### src/rtl/dest_sel_pkg.sv
// ----------------------------------------------------------------------------
// dest_sel_pkg
// Shared constants for the execute-stage destination-register select pipe.
//   REG_ADDR_W      : width of an architectural register address
//   LINK_REG        : register written by jump-and-link style instructions
//   SEL_RT/RD/LINK  : candidate index of each conventional destination source
//   DEF_BUBBLE_VAL  : default data for empty slots (register 0, writes ignored)
// ----------------------------------------------------------------------------
package dest_sel_pkg;

   localparam int REG_ADDR_W = 5;

   localparam logic [REG_ADDR_W-1:0] LINK_REG = 5'd31;

   // Candidate ordering inside the flattened in_data bus.
   localparam int SEL_RT   = 0;
   localparam int SEL_RD   = 1;
   localparam int SEL_LINK = 2;

   // Bubbles target register 0 so a stray downstream write is harmless.
   localparam int DEF_BUBBLE_VAL = 0;

endpackage : dest_sel_pkg

### src/rtl/dest_sel_stage.sv
// ----------------------------------------------------------------------------
// dest_sel_stage
// One valid/data/err register slot of the destination-select pipe.
// Ports:
//   clk, rst      : rising-edge clock, asynchronous active-high reset
//   i_stall       : hold current contents
//   i_flush       : load a bubble (wins over i_stall)
//   i_valid/i_data/i_err : slot contents from the previous stage or select
//   o_valid/o_data/o_err : registered slot contents
// Valid tagging: o_valid marks o_data/o_err as a real item; when o_valid is 0
// the slot is a bubble and carries BUBBLE_VAL with err cleared. There is no
// backpressure other than the global stall.
// ----------------------------------------------------------------------------
module dest_sel_stage
   import dest_sel_pkg::*;
#(
   parameter int                WIDTH      = REG_ADDR_W,
   parameter logic [WIDTH-1:0]  BUBBLE_VAL = WIDTH'(DEF_BUBBLE_VAL)
) (
   input  logic             clk,
   input  logic             rst,
   input  logic             i_stall,
   input  logic             i_flush,
   input  logic             i_valid,
   input  logic [WIDTH-1:0] i_data,
   input  logic             i_err,
   output logic             o_valid,
   output logic [WIDTH-1:0] o_data,
   output logic             o_err
);

   logic             r_valid;
   logic [WIDTH-1:0] r_data;
   logic             r_err;

   always_ff @(posedge clk or posedge rst) begin
      if (rst) begin
         r_valid <= 1'b0;
         r_data  <= BUBBLE_VAL;
         r_err   <= 1'b0;
      end else if (i_flush) begin
         r_valid <= 1'b0;
         r_data  <= BUBBLE_VAL;
         r_err   <= 1'b0;
      end else if (!i_stall) begin
         r_valid <= i_valid;
         r_data  <= i_data;
         r_err   <= i_err;
      end
   end

   assign o_valid = r_valid;
   assign o_data  = r_data;
   assign o_err   = r_err;

endmodule : dest_sel_stage

### src/rtl/dest_sel_pipe.sv
// ----------------------------------------------------------------------------
// dest_sel_pipe
// Selects one of NUM_IN destination-register candidates and carries the
// result through STAGES registered slots toward the EX/MEM destination field.
// Ports:
//   clk, rst   : rising-edge clock, asynchronous active-high reset
//   in_valid   : candidates and sel are meaningful this cycle
//   in_data    : flattened candidates, candidate i at [i*WIDTH +: WIDTH]
//   sel        : binary candidate index
//   stall      : freeze every stage (inputs in that cycle are dropped)
//   flush      : turn every stage into a bubble (wins over stall)
//   out_valid  : last stage holds a real item
//   out_data   : last stage data (BUBBLE_VAL for bubbles and bad selects)
// sel_err    : last stage holds an item whose sel had no candidate
// Valid tagging: an item enters when in_valid=1 on an edge with stall=0 and
// flush=0, and shows on out_* exactly STAGES such edges later. Nothing is
// held back for the caller; stalled inputs are simply not captured.
// All outputs come straight from flops.
// ----------------------------------------------------------------------------
module dest_sel_pipe
   import dest_sel_pkg::*;
#(
   parameter int                WIDTH      = REG_ADDR_W,
   parameter int                NUM_IN     = 3,
   parameter int                SEL_W      = 2,
   parameter int                STAGES     = 1,
   parameter logic [WIDTH-1:0]  BUBBLE_VAL = WIDTH'(DEF_BUBBLE_VAL)
) (
   input  logic                    clk,
   input  logic                    rst,
   input  logic                    in_valid,
   input  logic [NUM_IN*WIDTH-1:0] in_data,
   input  logic [SEL_W-1:0]        sel,
   input  logic                    stall,
   input  logic                    flush,
   output logic                    out_valid,
   output logic [WIDTH-1:0]        out_data,
   output logic                    sel_err
);

   // Combinational candidate select. Indices >= NUM_IN fall through to the
   // bubble value with w_bad set.
   logic [WIDTH-1:0] w_mux;
   logic             w_bad;

   always_comb begin
      w_mux = BUBBLE_VAL;
      w_bad = 1'b1;
      for (int i = 0; i < NUM_IN; i++) begin
         if (sel == SEL_W'(i)) begin
            w_mux = in_data[i*WIDTH +: WIDTH];
            w_bad = 1'b0;
         end
      end
   end

   // Stage 0 input: bubbles are zeroed here so later stages just copy.
   logic             w_valid [0:STAGES];
   logic [WIDTH-1:0] w_data  [0:STAGES];
   logic             w_err   [0:STAGES];

   assign w_valid[0] = in_valid;
   assign w_data[0]  = in_valid ? w_mux : BUBBLE_VAL;
   assign w_err[0]   = in_valid & w_bad;

   for (genvar g = 0; g < STAGES; g++) begin : g_stage
      dest_sel_stage #(
         .WIDTH      (WIDTH),
         .BUBBLE_VAL (BUBBLE_VAL)
      ) u_stage (
         .clk     (clk),
         .rst     (rst),
         .i_stall (stall),
         .i_flush (flush),
         .i_valid (w_valid[g]),
         .i_data  (w_data[g]),
         .i_err   (w_err[g]),
         .o_valid (w_valid[g+1]),
         .o_data  (w_data[g+1]),
         .o_err   (w_err[g+1])
      );
   end

   assign out_valid = w_valid[STAGES];
   assign out_data  = w_data[STAGES];
   assign sel_err   = w_err[STAGES];

endmodule : dest_sel_pipe
### config.mk
export PLATFORM = sky130hd
export DESIGN_NAME = dest_sel_pipe
export DESIGN_NICKNAME = d
export VERILOG_FILES = /design/src/rtl/dest_sel_pkg.sv /design/src/rtl/dest_sel_stage.sv /design/src/rtl/dest_sel_pipe.sv
export SDC_FILE = /design/constraint.sdc
export NUM_CORES = 1
export LEC_CHECK = 0
export CAP_MARGIN = 40
export CORE_MARGIN = 4
export CORE_UTILIZATION = 28
export CTS_CLUSTER_DIAMETER = 200
export CTS_CLUSTER_SIZE = 16
export DETAILED_ROUTE_END_ITERATION = 6
export PLACE_DENSITY = 0.78
export REMOVE_ABC_BUFFERS = 1
export SLEW_MARGIN = 20
export SYNTH_ARGS = -nofsm -noshare
export SYNTH_HDL_FRONTEND = slang
export SYNTH_SLANG_ARGS = --single-unit
### constraint.sdc
create_clock -name clk -period 0.8 [get_ports clk]
set_input_delay 0.12 -clock clk [delete_from_list [all_inputs] [get_ports clk]]
set_output_delay 0.12 -clock clk [all_outputs]
set_load 0.01 [all_outputs]
==> results of run 1 <==
[worst register-to-register path: stages (launching register included)]
cell and delay (ns):
dfrtp_1 0.39, buf_6 0.12, a221o_2 0.33
[cells by family after synthesis]
group           after synthesis  share of synthesized area (%)
buf+inv                       2                           3.96
compound gates                7                           18.5
flops                         7                           46.2
simple gates                 12                           18.2
mux                           5                           13.2
[Yosys cell counts, drive strengths merged]
cell type	instances	area [um2]
and4b	1	10.0
a221o	5	56.3
nor2	8	30.0
nor2b	1	6.26
a32oi	1	8.76
inv	1	3.75
and2b	1	8.76
mux2i	5	50.1
a21oi	1	5.00
buf	1	11.3
dfrtp	7	175
or4b	1	13.8
[final cells by class]
cell class	count	area share, %
clock buffers	4	3.38
multi-input cells	24	26.8
flip-flops and latches	7	22.5
repair buffers	40	44.5
inverters	1	0.482
well taps	14	2.25
[stage by stage]
stage          power [uW]  setup TNS [ns]  cell area (um2)
2_1_floorplan         439          -0.675              368
3_3_place_gp          632           -5.20              768
3_5_place_dp          637           -5.32              768
4_1_cts               925           -1.29              773
5_1_grt               963           -1.65              778
6_report              921           -1.23              778
[power groups by stage]
stage / registers (uW) / clock network, uW / logic, uW
5_1_grt: 377 / 318 / 267
4_1_cts: 375 / 307 / 243
6_report: 375 / 298 / 248
3_5_place_dp: 380 / 0 / 256
2_1_floorplan: 387 / 0 / 52.4
3_3_place_gp: 380 / 0 / 252
[path summary, 6_finish.rpt]
check                                                    startpoint                                       end  slack, ns  cells after the start
setup / recovery           g_stage[0].u_stage.o_data[3]$_DFFE_PP0P_  g_stage[0].u_stage.o_data[3]$_DFFE_PP0P_      -0.16                      2
hold / removal                                                  rst    g_stage[0].u_stage.o_valid$_DFFE_PP0P_       0.12                      2
hold reg to reg              g_stage[0].u_stage.o_valid$_DFFE_PP0P_    g_stage[0].u_stage.o_valid$_DFFE_PP0P_       0.58                      3
setup reg to reg           g_stage[0].u_stage.o_data[3]$_DFFE_PP0P_  g_stage[0].u_stage.o_data[3]$_DFFE_PP0P_      -0.16                      2
min in group clk                                              stall      g_stage[0].u_stage.o_err$_DFFE_PP0P_       0.19                      3
max in group asynchronous                                       rst  g_stage[0].u_stage.o_data[2]$_DFFE_PP0P_       0.48                      2
[per-layer routing]
layer	GRT usage, %	vias to the layer above
met1	13.1	178
met2	18.9	21
met3	2.39	0
met5	0	-
met4	3.51	0
li1	-	213
[timing repair]
action                     4_1_cts  5_1_grt
setup endpoints to repair       14       14
pin swaps                        8        4
setup buffers                    0        0
gates resized for setup         44        6
[flip-flops by register name (all words and copies together), names as in the netlist]
register,count
g_stage.u_stage.o_valid,1
g_stage.u_stage.o_data,5
g_stage.u_stage.o_err,1
[cells in the final DEF, fill, tap and decap left out]
cell type,n
buf_6,2
buf_2,7
clkbuf_2,2
clkdlybuf4s15_1,2
clkdlybuf4s15_2,1
and4b_2,1
nor2_2,3
buf_12,1
clkdlybuf4s50_1,16
inv_1,1
a21oi_2,1
a221o_2,5
a32oi_1,1
nor2_1,5
and2b_2,1
buf_4,9
dfrtp_1,7
clkbuf_1,1
or4b_4,1
mux2i_2,2
nor2b_1,1
clkbuf_4,3
mux2i_1,3
==> results.txt, run 1 <==
Status -> finished, violations left
Failing checks -> setup timing
Hold Vio Cnt, Final -> 0
Total internal power -> 724 uW
Critical path cell sequence -> buf_6 -> a221o_2
Gpl congestion -> 0.679
Maxcap violations -> 0
Worst setup margin -> -0.158 ns
P_leak -> 0.000387 uW
Clock share of power -> 32.3%
Switching power of the nets -> 197 uW
Class of the most critical setup path -> flip-flop to flip-flop
Multi-input gate area -> 209 um2
Cells after synthesis -> 33
Initial detailed-routing violation count -> 5
Worst Skew -> 0 ns
Port bufs -> 28
Fmax achieved -> 1040 MHz
Met2 routed WL -> 496 um
Global route total overflow -> 0
P&R area growth vs syn -> 105%
Total track usage -> 10.8%
Met3 WL -> 115 um
Antenna diodes -> 0
RSZ-0062 raised after global routing -> true
Final wirelength -> 1080 um
DR DRC count -> 0
Min-delay worst type -> primary input to async pin
Sequential share of power -> 40.7%
# H-tree levels -> 1
Max IR drop VDD -> 0.735 mV
Die footprint -> 2010 um2
Fill count -> 125
Final Setup Violations -> 12
First drt pass iteration count -> 4
Post-Place Cells -> 86
Wl on met1 -> 464 um
Crit path max fanout -> 2
Initial antenna violation count -> 0
Pwr/cell area -> 1180 nW/um2
Dpl ws -> -0.682 ns
Hold slack -> 0.118 ns
Crit share post-route -> 120%
CP bufs+invs -> 1
Clock-pin slew on the worst setup and hold paths -> 0.05 ns
Register Area -> 175 um2
Yosys cell types -> 12
Combinational share of power -> 26.9%
DR top layer -> met3
Slew Viols, Final -> 0
Worst Path Arrival -> 1.08 ns
Worst Setup End Kind -> flip-flop
Core area -> 1190 um2
Die X -> 44.8 um
Largest net degree at the start of global routing -> 8
Via count -> 412
DR WL/cell -> 12.0 um
Worst path slowest cell -> dfrtp_1
Total clock sinks -> 7
Synth Warn # -> 0
CTS root buf -> clkbuf_4
Crit-path leading delay family -> flip-flops
CP Data Required Time -> 0.92 ns
CTS buffer count -> 3
Core Util, Final -> 65.6%
Global-route wire length before repair -> 1620 um
Post-route ant nets -> 0
Quantity of hold-fixing buffers added after cts -> 0
Starting Density -> 32.0%
Die Y -> 44.8 um
Via density -> 4.58
Worst slew pin tran -> 0.257 ns
Switch share -> 21.4%
Post-Layout Cell Count -> 90
Worst relative slew slack -> 82.8%
Largest stage delay on the critical path -> 0.39 ns
Crit path time final -> 0.958 ns
Io pins -> 29
Vias in the first global route -> 397
Skew-Pair Late Insertion Delay -> 0.24 ns
Std cell rows -> 12
Netlist Area Pre-Place -> 379 um2
Flops & latches, synth -> 7
CTS Buffer Depth -> 2
Crit start category -> flip-flop
CTS tree -> yes
Syn Area/Cell -> 11.5 um2
Register area share after synthesis -> 46.2%
Final net count -> 99
Share of cells above drive strength 1 -> 51.3%
(Power assumes the default switching activity.)
==> run 2, diff against run 1 <==
GPL_TIMING_DRIVEN = 0   (was not set)
==> results.txt, run 2 (synthesis gave the netlist of run 1 again) <==
Min-delay worst type -> primary input to flip-flop
Max reg flops -> 5 (unchanged)
Worst setup margin -> -0.0875 ns (+0.0704 ns)
Hold endpoint -> g_stage[0].u_stage.o_err$_DFFE_PP0P_
Crit-path leading delay family -> flip-flops
Worst relative slew slack -> 83.9% (+1.1 points)
Total track usage -> 11.0% (+0.16 points)
Failing checks -> setup timing
CP bufs+invs -> 1 (unchanged)
# H-tree levels -> 1 (unchanged)
Die Y -> 44.8 um (unchanged)
Worst slew pin tran -> 0.241 ns (-0.0162 ns)
Share of cells above drive strength 1 -> 47.0% (-4.3 points)
Final wirelength -> 1010 um (-6.6%)
P_leak -> 0.000351 uW (-9.3%)
P&R area growth vs syn -> 76.9%
Class of the most critical setup path -> flip-flop to output pin
CTS root buf -> clkbuf_4
Post-route ant nets -> 0 (unchanged)
Starting Density -> 32.0% (unchanged)
Hold path depth -> 2
Worst Skew -> 0 ns (unchanged)
Initial antenna violation count -> 0 (unchanged)
Port bufs -> 28 (unchanged)
Largest stage delay on the critical path -> 0.38 ns (about the same)
DR WL/cell -> 12.6 um (+5.1%)
Skew-Pair Late Insertion Delay -> 0.24 ns (about the same)
CTS Buffer Depth -> 2 (unchanged)
Via density -> 4.80 (+4.9%)
RSZ-0062 raised after global routing -> true
Io pins -> 29 (unchanged)
Vias in the first global route -> 358 (-9.8%)
Fmax achieved -> 1130 MHz (+7.9%)
Total clock sinks -> 7 (unchanged)
DR DRC count -> 0 (unchanged)
Global-route wire length before repair -> 1590 um (-2.1%)
First drt pass iteration count -> 4 (unchanged)
Pwr/cell area -> 1310 nW/um2 (+11%)
Die footprint -> 2010 um2 (unchanged)
Gpl congestion -> 0.689 (+1.4%)
R2r worst-path depth -> 1 (-1)
Std cell rows -> 12 (unchanged)
R2R setup slack -> -0.03 ns (+0.13 ns)
CTS buffer count -> 3 (unchanged)
Core area -> 1190 um2 (unchanged)
R2R Path End -> g_stage[0].u_stage.o_data[0]$_DFFE_PP0P_
Post-Layout Cell Count -> 80 (-11%)
Worst Setup End Kind -> output pin
Quantity of hold-fixing buffers added after cts -> 0 (unchanged)
Global route total overflow -> 0 (unchanged)
Via count -> 384 (-6.8%)
Worst path slowest cell -> dfrtp_1
Crit start category -> flip-flop
Critical path cell sequence -> buf_2
CP Data Required Time -> 0.68 ns (-0.24 ns)
Antenna diodes -> 0 (unchanged)
Power after layout -> 878 uW (-4.7%)
Crit path max fanout -> 2 (unchanged)
Reg-to-Reg Start -> g_stage[0].u_stage.o_data[0]$_DFFE_PP0P_
Commonest cells after routing, fill and taps aside -> dlygate4sd2_1 (10), buf_2 (10), dfrtp_1 (7)
Max IR drop VDD -> 0.466 mV (-37%)
CTS tree -> yes
Crit path time final -> 0.887 ns (-0.0704 ns)
Hold Vio Cnt, Final -> 0 (unchanged)
Hold path start -> flush
Die X -> 44.8 um (unchanged)
Slew Viols, Final -> 0 (unchanged)
Status -> finished, violations left
Maxcap violations -> 0 (unchanged)
Final net count -> 89 (-10%)
Clock-pin slew on the worst setup and hold paths -> 0.05 ns (about the same)
Setup TNS -> -0.706 ns (+0.520 ns)
Final Setup Violations -> 12 (unchanged)
Worst Path Arrival -> 0.77 ns (-0.31 ns)
Largest net degree at the start of global routing -> 8 (unchanged)
Crit share post-route -> 111% (-8.8 points)
Post-Place Cells -> 74 (-14%)
Initial detailed-routing violation count -> 3 (-2)
-- run 2: cell types whose count changed in the layout (fill, tap and decap cells not counted), moves of 2 or more --
cell / delta
clkdlybuf4s15_1: -2
clkbuf_2: -2
mux2i_2: -2
buf_2: +3
buf_4: -7
nor2_1: -2
mux2i_1: +2
clkdlybuf4s50_1: -10
nor2_2: +2
dlygate4sd2_1: +10
-- run 2: final cells by class --
type                       count  area, um2
sequential                     7        175
timing repair buffer          30        235
multi-input combinational     24        213
fill                         126        515
clock buffer                   4       26.3
tap                           14       17.5
inverter                       1       3.75
-- run 2: timing repair --
item	4_1_cts	5_1_grt
resized for setup	65	5
endpoints found under the setup margin	14	14
buffers inserted	2	0
gates cloned	0	0
pin swaps	7	2
-- run 2: layer usage --
layer  wire length [um]  up-vias  GRT usage (%)
met2                447       23           17.2
met3                126        2           3.59
li1                   -      193              -
met5                  0        -              0
met1                427      166           13.6
met4                  4        0           5.26
-- run 2: power by group --
group          total, uW  internal, uW  switching [uW]  leakage, uW
sequential           375           368            6.86    0.0000958
combinational        188           113            75.1     0.000240
clock                315           190             125    0.0000150
total                878           671             207     0.000351
-- run 2: metrics by stage --
stage          setup slack (ns)  util (%)  area [um2]  hold slack, ns
2_1_floorplan            -0.135         -         368         -0.0766
3_3_place_gp             -0.748      56.1         666           0.357
3_5_place_dp             -0.755      56.1         666           0.357
4_1_cts                 -0.0839      54.9         651          0.0301
5_1_grt                  -0.128      56.5         671          0.0257
6_report                -0.0875      56.5         671          0.0312
-- run 2: worst max path at each step --
| stage | end | from | depth (start not counted) | slack, ns |
|---|---|---|---|---|
| after floorplan | g_stage[0].u_stage.o_data[0]$_DFFE_PP0P_ | sel[0] | 3 | -0.14 |
| after global placement | g_stage[0].u_stage.o_data[4]$_DFFE_PP0P_ | sel[1] | 3 | -0.75 |
| after detailed placement | g_stage[0].u_stage.o_data[4]$_DFFE_PP0P_ | sel[1] | 3 | -0.76 |
| after CTS | out_data[3] | g_stage[0].u_stage.o_data[3]$_DFFE_PP0P_ | 1 | -0.08 |
| after global routing | out_valid | g_stage[0].u_stage.o_valid$_DFFE_PP0P_ | 1 | -0.13 |
| final | out_valid | g_stage[0].u_stage.o_valid$_DFFE_PP0P_ | 1 | -0.09 |
